<file path="src/rtl/rsp_rx_pkg.sv">
`default_nettype none
// ---------------------------------------------------------------------------
// rsp_rx_pkg : response framing constants and payload sizing helper. rev 1.0
// ---------------------------------------------------------------------------
package rsp_rx_pkg;

    localparam logic [7:0] CMD_TX_START = 8'hA5;
    localparam int         RSP_HDR_LEN  = 5;

    typedef enum logic [1:0] {
        RSP_WSZ_NONE = 2'b00,
        RSP_WSZ_8    = 2'b01,
        RSP_WSZ_16   = 2'b10,
        RSP_WSZ_32   = 2'b11
    } rsp_wsz_e;

    // Index of the final payload byte: ((wcnt+1) << (wsz-1)) - 1, at most 1023.
    function automatic logic [9:0] pl_last_index(input logic [7:0] wcnt,
                                                 input logic [1:0] wsz);
        logic [10:0] words;
        logic [10:0] len;
        words = {3'b000, wcnt} + 11'd1;
        case (wsz)
            RSP_WSZ_16: len = words << 1;
            RSP_WSZ_32: len = words << 2;
            default:    len = words;
        endcase
        return 10'(len - 11'd1);
    endfunction

endpackage
`default_nettype wire

</file>
<file path="src/rtl/rsp_rx_crc8.sv">
`default_nettype none
// ---------------------------------------------------------------------------
// rsp_rx_crc8 : combinational CRC-8 (poly 0x07, MSB first) one-byte update. rev 1.0
// ---------------------------------------------------------------------------
module rsp_rx_crc8 (
    input  logic [7:0] i_data,
    input  logic [7:0] i_crc,
    output logic [7:0] o_crc
);

    logic [7:0] c;

    always_comb begin
        c = i_crc ^ i_data;
        for (int i = 0; i < 8; i++) begin
            c = c[7] ? ((c << 1) ^ 8'h07) : (c << 1);
        end
        o_crc = c;
    end

endmodule
`default_nettype wire

</file>
<file path="src/rtl/rsp_rx.sv">
`default_nettype none
// ---------------------------------------------------------------------------
// rsp_rx : response-stream decoder (START hunt, header CRC8, payload pass-through). rev 1.0
// ---------------------------------------------------------------------------
module rsp_rx
    import rsp_rx_pkg::*;
#(
    parameter logic [7:0] START_BYTE = CMD_TX_START
) (
    input  logic       i_clk,
    input  logic       i_rst_n,
    input  logic [7:0] i_rx_data,
    input  logic       i_rx_valid,
    output logic       o_rx_ready,
    output logic       o_hdr_valid,
    input  logic       i_hdr_ready,
    output logic [7:0] o_hdr_tag,
    output logic [7:0] o_hdr_wcnt,
    output logic [1:0] o_hdr_wsz,
    output logic [7:0] o_pl_data,
    output logic       o_pl_valid,
    input  logic       i_pl_ready,
    output logic       o_pl_last,
    output logic       o_crc_err,
    output logic       o_sync_err
);

    typedef enum logic [2:0] {
        ST_HUNT = 3'd0,
        ST_DSC  = 3'd1,
        ST_TAG  = 3'd2,
        ST_WCNT = 3'd3,
        ST_CRC  = 3'd4,
        ST_HDR  = 3'd5,
        ST_DATA = 3'd6
    } state_e;

    state_e     state;
    state_e     state_nxt;
    logic [7:0] crc_acc;
    logic [7:0] crc_seed;
    logic [7:0] crc_next;
    logic [7:0] tag;
    logic [7:0] wcnt;
    logic [1:0] wsz;
    logic [9:0] pl_cnt;
    logic       rx_ack;
    logic       hdr_ack;
    logic       is_start;
    logic       crc_ok;
    logic       crc_err;
    logic       sync_err;

    assign is_start = (i_rx_data == START_BYTE);
    assign crc_ok   = (i_rx_data == crc_acc);

    always_comb begin
        o_rx_ready = 1'b1;
        if (state == ST_HDR) begin
            o_rx_ready = 1'b0;
        end else if (state == ST_DATA) begin
            o_rx_ready = i_pl_ready;
        end
    end

    assign rx_ack      = i_rx_valid && o_rx_ready;
    assign o_hdr_valid = (state == ST_HDR);
    assign hdr_ack     = o_hdr_valid && i_hdr_ready;

    // The START byte seeds the accumulator from zero; later header bytes chain on.
    assign crc_seed = (state == ST_HUNT) ? 8'h00 : crc_acc;

    rsp_rx_crc8 u_crc8 (
        .i_data (i_rx_data),
        .i_crc  (crc_seed),
        .o_crc  (crc_next)
    );

    always_comb begin
        state_nxt = state;
        case (state)
            ST_HUNT: if (rx_ack && is_start) state_nxt = ST_DSC;
            ST_DSC:  if (rx_ack) state_nxt = ST_TAG;
            ST_TAG:  if (rx_ack) state_nxt = ST_WCNT;
            ST_WCNT: if (rx_ack) state_nxt = ST_CRC;
            ST_CRC:  if (rx_ack) state_nxt = crc_ok ? ST_HDR : ST_HUNT;
            ST_HDR:  if (hdr_ack) state_nxt = (wsz == RSP_WSZ_NONE) ? ST_HUNT : ST_DATA;
            ST_DATA: if (rx_ack && (pl_cnt == 10'd0)) state_nxt = ST_HUNT;
            default: state_nxt = ST_HUNT;
        endcase
    end

    always_ff @(posedge i_clk or negedge i_rst_n) begin
        if (!i_rst_n) begin
            state    <= ST_HUNT;
            crc_acc  <= 8'h00;
            tag      <= 8'h00;
            wcnt     <= 8'h00;
            wsz      <= 2'b00;
            pl_cnt   <= 10'd0;
            crc_err  <= 1'b0;
            sync_err <= 1'b0;
        end else begin
            state    <= state_nxt;
            sync_err <= (state == ST_HUNT) && rx_ack && !is_start;
            crc_err  <= (state == ST_CRC) && rx_ack && !crc_ok;

            if (rx_ack) begin
                case (state)
                    ST_HUNT: if (is_start) crc_acc <= crc_next;
                    ST_DSC: begin
                        wsz     <= i_rx_data[1:0];
                        crc_acc <= crc_next;
                    end
                    ST_TAG: begin
                        tag     <= i_rx_data;
                        crc_acc <= crc_next;
                    end
                    ST_WCNT: begin
                        wcnt    <= i_rx_data;
                        crc_acc <= crc_next;
                    end
                    ST_DATA: if (pl_cnt != 10'd0) pl_cnt <= pl_cnt - 10'd1;
                    default: ;
                endcase
            end

            if (hdr_ack) begin
                pl_cnt <= pl_last_index(wcnt, wsz);
            end
        end
    end

    assign o_hdr_tag  = tag;
    assign o_hdr_wcnt = wcnt;
    assign o_hdr_wsz  = wsz;
    assign o_pl_data  = i_rx_data;
    assign o_pl_valid = (state == ST_DATA) && i_rx_valid;
    assign o_pl_last  = o_pl_valid && (pl_cnt == 10'd0);
    assign o_crc_err  = crc_err;
    assign o_sync_err = sync_err;

endmodule
`default_nettype wire

</file>
<file path="config.mk">
export PLATFORM = sky130hd
export DESIGN_NAME = rsp_rx
export DESIGN_NICKNAME = d
export VERILOG_FILES = /design/src/rtl/rsp_rx_pkg.sv /design/src/rtl/rsp_rx_crc8.sv /design/src/rtl/rsp_rx.sv
export SDC_FILE = /design/constraint.sdc
export NUM_CORES = 1
export LEC_CHECK = 0
export ABC_AREA = 1
export CAP_MARGIN = 20
export CORE_MARGIN = 5
export CORE_UTILIZATION = 57
export CTS_BUF_LIST = sky130_fd_sc_hd__clkbuf_2
export CTS_CLUSTER_DIAMETER = 150
export DETAILED_ROUTE_END_ITERATION = 8
export PLACE_DENSITY_LB_ADDON = 0.12
export SETUP_SLACK_MARGIN = 0.15
export SKIP_CTS_REPAIR_TIMING = 1
export SLEW_MARGIN = 20
export SYNTH_ARGS = -nofsm -noshare
export SYNTH_HDL_FRONTEND = slang
export SYNTH_HIERARCHICAL = 1
export SYNTH_SLANG_ARGS = --single-unit
</file>
<file path="constraint.sdc">
create_clock -name i_clk -period 2.1 [get_ports i_clk]
set_input_delay 0.315 -clock i_clk [delete_from_list [all_inputs] [get_ports i_clk]]
set_output_delay 0.315 -clock i_clk [all_outputs]
set_load 0.03 [all_outputs]
</file>
# ---- Word level (Yosys, flattened, before mapping)
# Index checks and enable logic that the tools add are counted.
dict set report totals {
  ff_bits 41
  in_bits 13
  output_inout_bits 32
  word_cells 94
}
dict set report classes {
  n_addsub 3
  eq_ne 18
  n_mux 29
  n_bitwise 9
  n_reduce_logical 27
}
# cell n
set op_table {}
lappend op_table {{2-to-1 mux 3 bit} 17}
lappend op_table {{2-to-1 mux 10 bit} 5}
lappend op_table {{NOT 3 bit} 8}
lappend op_table {{case mux 3 bit (7 select lines)} 1}
lappend op_table {{case mux 10 bit (2 select lines)} 1}
lappend op_table {{subtractor 10 x 1 -> 10 bit (second input constant)} 2}
lappend op_table {{2-to-1 mux 8 bit} 2}
lappend op_table {{case mux 8 bit (2 select lines)} 1}
lappend op_table {{logical AND 1 bit} 10}
lappend op_table {{zero test 10 bit} 1}
lappend op_table {{inequality test 2 bit (second input constant)} 5}
lappend op_table {{nonzero test 10 bit} 1}
lappend op_table {{adder 8 x 1 -> 9 bit (second input constant)} 1}
lappend op_table {{== test 3 bit (second input constant)} 3}
lappend op_table {{== test 8 bit} 1}
lappend op_table {{== test 8 bit (second input constant)} 1}
lappend op_table {{nonzero test 2 bit} 4}
lappend op_table {{bitwise XOR 8 bit} 1}
lappend op_table {{AND reduction 7 bit} 1}
lappend op_table {{== test 3 x 2 -> 1 bit (second input constant)} 2}
lappend op_table {{inequality test 2 x 1 -> 1 bit (second input constant)} 3}
lappend op_table {{AND reduction 2 bit} 3}
lappend op_table {{AND reduction 3 bit} 2}
lappend op_table {{== test 2 bit (second input constant)} 2}
lappend op_table {{other kinds (6)} 8}

# ---- Logic depth before layout (Yosys ltp)
dict set report depth {
  ltp_word 21
  ltp_mapped 17
  ltp_nobuf 16
}

# ---- Modules after synthesis
# The synthesis kept the hierarchy.
# mod n_inst cells_each area_each_um2 seq_area_each_um2
set modules_own_cells {}
lappend modules_own_cells {rsp_rx 1 378 2708.8 1026.0}
lappend modules_own_cells {rsp_rx_crc8 1 74 377.9 0.0}

# ---- Worst setup path before layout
# No wires, ideal clock.
dict set report synth_path {
  kind {reg-to-output}
  start {register state[0]}
  end {output port o_pl_last}
  t_arrival_ps 1786
  required_time_ps 1785
  slack_ps -1
  stages_incl_launch_ff 5
  path_buffers 1
  path_cell_list {dfrtp_1 > buf_4 > nor3_2 > inv_1 > nor4_1}
}
dict set report synth_between {
  elab_chain_len 3
}
# element line
set synth_lines {}
lappend synth_lines {{start, declared} rsp_rx.sv:38} ;# state_e state;
lappend synth_lines {{start signal, assigned} rsp_rx.sv:104} ;# state <= state_nxt;
lappend synth_lines {{== test 3 bit} rsp_rx.sv:138} ;# assign o_pl_valid = (state == ST_DATA) && i_rx_valid;
lappend synth_lines {{logical AND 1 bit} rsp_rx.sv:138}
lappend synth_lines {{logical AND 1 bit} rsp_rx.sv:139} ;# assign o_pl_last = o_pl_valid && (pl_cnt == 10'd0);
lappend synth_lines {{end, declared} rsp_rx.sv:23} ;# output logic o_pl_last,
# No other way between the ends.

# ---- Worst setup path in the final report
dict set report layout_path {
  start {register state[1]}
  end {register crc_acc[2]}
}
dict set report layout_between {
  elab_chain_len 10
  word_cells_on_any_way 26
  cone_classes {eq/ne (6); mux (10); bitwise (5); reduce/logical (5)}
}
# element line
set layout_lines {}
lappend layout_lines {{zero test 3 bit (*)} rsp_rx.sv:71} ;# assign crc_seed = (state == ST_HUNT) ? 8'h00 : crc_acc;
lappend layout_lines {{2-to-1 mux 8 bit (*)} rsp_rx.sv:71}
lappend layout_lines {{via crc_seed[0]} rsp_rx.sv:41} ;# logic [7:0] crc_seed;
lappend layout_lines {{bitwise XOR 8 bit (*)} rsp_rx_crc8.sv:14} ;# c = i_crc ^ i_data;
lappend layout_lines {{NOT 3 bit (no line)} n/a}
lappend layout_lines {{2-to-1 mux 3 bit (*)} rsp_rx_crc8.sv:16} ;# c = c[7] ? ((c << 1) ^ 8'h07) : (c << 1);
lappend layout_lines {{NOT 3 bit (no line)} n/a}
lappend layout_lines {{2-to-1 mux 3 bit (*) (2 in a row)} rsp_rx_crc8.sv:16}
lappend layout_lines {{via crc_next[2]} rsp_rx.sv:42} ;# logic [7:0] crc_next;
lappend layout_lines {{2-to-1 mux 8 bit} rsp_rx.sv:110} ;# ST_HUNT: if (is_start) crc_acc <= crc_next;
lappend layout_lines {{case mux 8 bit (2 select lines) (*)} rsp_rx.sv:109} ;# case (state)
lappend layout_lines {{end signal, assigned} rsp_rx.sv:110}
lappend layout_lines {{end signal, assigned} rsp_rx.sv:113} ;# crc_acc <= crc_next;
lappend layout_lines {{end signal, assigned} rsp_rx.sv:117} ;# crc_acc <= crc_next;
lappend layout_lines {{end, declared} rsp_rx.sv:40} ;# logic [7:0] crc_acc;
# Mark *: on every way through the listed nets, which the timed path passes. The rest lies on a longest branch. The select of a mux whose other input is x is not followed.
# A chain may end at the register's enable or synchronous reset.

==> results_dict.tcl <==
set metrics [dict create \
    core_sq_um 5170 \
    ff2ff_path_depth 19 \
    yosysWarnings 6 \
    syn_to_final_growth_pct 36.8 \
    synth-seq-cells 41 \
    grt_max_degree 24 \
    max_stage_delay_ns 0.47 \
    antenna_found_initial 0 \
    clk_latency_ns 0.44 \
    multi_input_area_sq_um 1960 \
    p_total_mw 6.54 \
    crit_chain "buf_6, buf_6, nor2_4, inv_2, nor2_4, buf_6, nor2_4, inv_1, nand2_1, nand2_2, inv_2, nand2_2, nand2_2, nand2_1, nand2_2, nand2_1, nand2_1, nand2_1, o21ai_1" \
    max-vdd-ir-drop_mv 1.06 \
    rsz0062_at_grt "yes" \
    p_per_area_nw_per_um2 1550 \
    die-area_sq_um 6990 \
    synth_cell_types 39 \
    clkTransAtPathRegs_ns 0.27 \
    outcome "finished, violations left" \
    hp-class "primary input to asynchronous set/reset pin" \
    r2r_slack_ns -0.02 \
    final_max_slew_viol_count 0 \
    seqCellArea_sq_um 1030 \
    holdWs_ns 0.317 \
    drt_iter0_markers 196 \
    path_common_cell "nand2_1" \
    syn_inst 452 \
    critPathArrivalTime_ns 2.50 \
    ys_seq_area_share_pct 33.2 \
    max_slew_margin_pct 66.7 \
    timing.rr.start "state[1]" \
    cp-end-kind "register" \
    cp_slowest_cell "dfrtp_1" \
    period_needed_ns 2.12 \
    ios 45 \
    fillers 337 \
    fin_nets 544 \
    start_util_pct 59.7 \
    finClkSkew_ns 0.0324 \
    postRouteAntennaNets 0 \
    cts_buffers 5 \
    dr.pass1.iters 5 \
    placementRows 26 \
    clockBufferDepth 2 \
    max_freq_mhz 472 \
    synth.avg_cell_area_sq_um 6.83 \
    grt-ovfl-total 0 \
    place_congestion 0.891 \
    required_ns 2.48 \
    dp_hpwl_um 5850 \
    crit_buf_inv 6 \
    grt_use_total_pct 21.7 \
    finalHoldViolCount 0 \
    viasPerCell 5.42 \
    place_ws_ns -0.127 \
    cp_max_fo 6 \
    grt_pass1_vias 2846 \
    cts_sinks 41 \
    insertedDiodeCount 0 \
    worst_slack_ns -0.0189 \
    routed-via-count 3251 \
    finalCritPeriodShare_pct 101 \
    dieWidth_um 83.6 \
    cts-root-buf "clkbuf_2" \
    cap_violations 0 \
    critPathLaunchType "register" \
    syn_nets 467 \
    cts-htree-levels 2 \
    syn_area_sq_um 3090 \
    tightest_slew_ns 0.499 \
    port_buffers 44 \
    avgRoutedWirePerCell_um 14.5 \
    finalSetupViolCount 1 \
    r2r-end "crc_acc[2]" \
    cts_tree "done" \
    grt_pass1_wl_um 12800 \
    fp.dieH_um 83.6 \
    drive_above_1_share_pct 29.1 \
    violations "negative setup slack" \
    leakagePower_nw 2.20 \
    drc 0 \
    critical_path_class "register to register" \
    wirelength_um 8680 \
    cpLargestDelayFamily "simple AND/OR/NAND/NOR gates" \
]
[how the worst max path moves through the flow]
| stage | from | end | slack, ns | depth (start not counted) |
|---|---|---|---|---|
| final | state[1] | crc_acc[2] | -0.02 | 19 |
| after floorplan | state[0] | crc_acc[3] | 0.19 | 10 |
| after CTS | state[2] | o_rx_ready | -0.25 | 4 |
| after detailed placement | i_hdr_ready | pl_cnt[8] | -0.13 | 13 |
| after global placement | i_hdr_ready | pl_cnt[8] | -0.03 | 13 |
| after global routing | state[1] | crc_acc[2] | -0.11 | 19 |
[per-layer routing]
| layer | wire length, um | global-route usage, % | up-vias |
|---|---|---|---|
| met1 | 3530 | 28.6 | 1536 |
| met2 | 4420 | 37.5 | 119 |
| li1 | - | - | 1572 |
| met5 | 0 | 0 | - |
| met3 | 495 | 4.05 | 24 |
| met4 | 237 | 3.80 | 0 |
[synthesized netlist by cell type (all sizes together)]
master | number | share of area (%)
o21a | 1 | 0.28
o211ai | 1 | 0.41
nand3 | 23 | 4.1
nor2 | 49 | 7.9
nand4 | 8 | 2.1
o21bai | 1 | 0.24
buf | 16 | 3.9
ha | 2 | 0.81
xnor2 | 11 | 3.6
a21oi | 6 | 1.2
xor2 | 6 | 1.9
nand3b | 2 | 0.89
a31oi | 2 | 0.41
and2 | 1 | 0.20
nor3 | 7 | 1.3
nand2 | 162 | 21
nor4 | 3 | 0.61
o21ai | 45 | 7.4
o31ai | 1 | 0.24
dfrtp | 41 | 33
inv | 63 | 7.7
or2 | 1 | 0.20
[through the flow]
step	instance area, sq um	utilization, %	cells	TNS, ns
after global placement	3730	72.2	575	-0.0261
after CTS	3780	73.1	583	-0.562
after detailed placement	3730	72.2	575	-0.286
after global routing	4220	81.6	600	-0.484
after floorplan	3110	-	452	0
final	4220	81.6	600	-0.0189
[sequential cells by signal, summed over array words and instances, names as in the netlist]
register	flops
state	3
o_crc_err	1
o_hdr_wsz	2
crc_acc	8
o_hdr_wcnt	8
o_hdr_tag	8
pl_cnt	10
o_sync_err	1
[area by class of cell]
type,count,share of cell area [%]
clock buffers,5,0.593
clock inverters,3,0.593
inverters,63,5.72
multi-input cells,332,46.5
flip-flops and latches,41,24.5
well taps,70,2.07
repair buffers,86,20.0
[where the power goes]
group / switching, mW / leakage (nW) / internal, mW
logic: 2.74 / 1.67 / 1.90
registers: 0.350 / 0.508 / 1.15
clock network: 0.319 / 0.0300 / 0.0910
[cells in the final DEF, fill, tap and decap left out, drive strengths merged, types with 8 or more instances in the layout]
cell             n
inv             65
nand3           23
nand2          162
nand4            8
buf             44
xnor2           11
nor2            49
o21ai           45
dfrtp           41
clkdlybuf4s50   24
dlymetal6s2s    15
[worst reg2reg max path: stages (launching register included)]
cell and delay, ns:
dfrtp_1 0.47, buf_6 0.13, buf_6 0.11, nor2_4 0.08, inv_2 0.06, nor2_4 0.12
buf_6 0.16, nor2_4 0.04, inv_1 0.08, nand2_1 0.08, nand2_2 0.12, inv_2 0.04
nand2_2 0.08, nand2_2 0.06, nand2_1 0.07, nand2_2 0.07, nand2_1 0.10, nand2_1 0.08
nand2_1 0.08, o21ai_1 0.06
[logic make-up after synthesis]
family,count (synthesis),synth area share (%)
simple gates,256,38.6
flops,41,33.2
xor+xnor,17,5.55
compound gates,57,10.2
buf+inv,79,11.6
fa+ha+maj,2,0.811
Note: power is estimated with default switching activity, not from simulation.
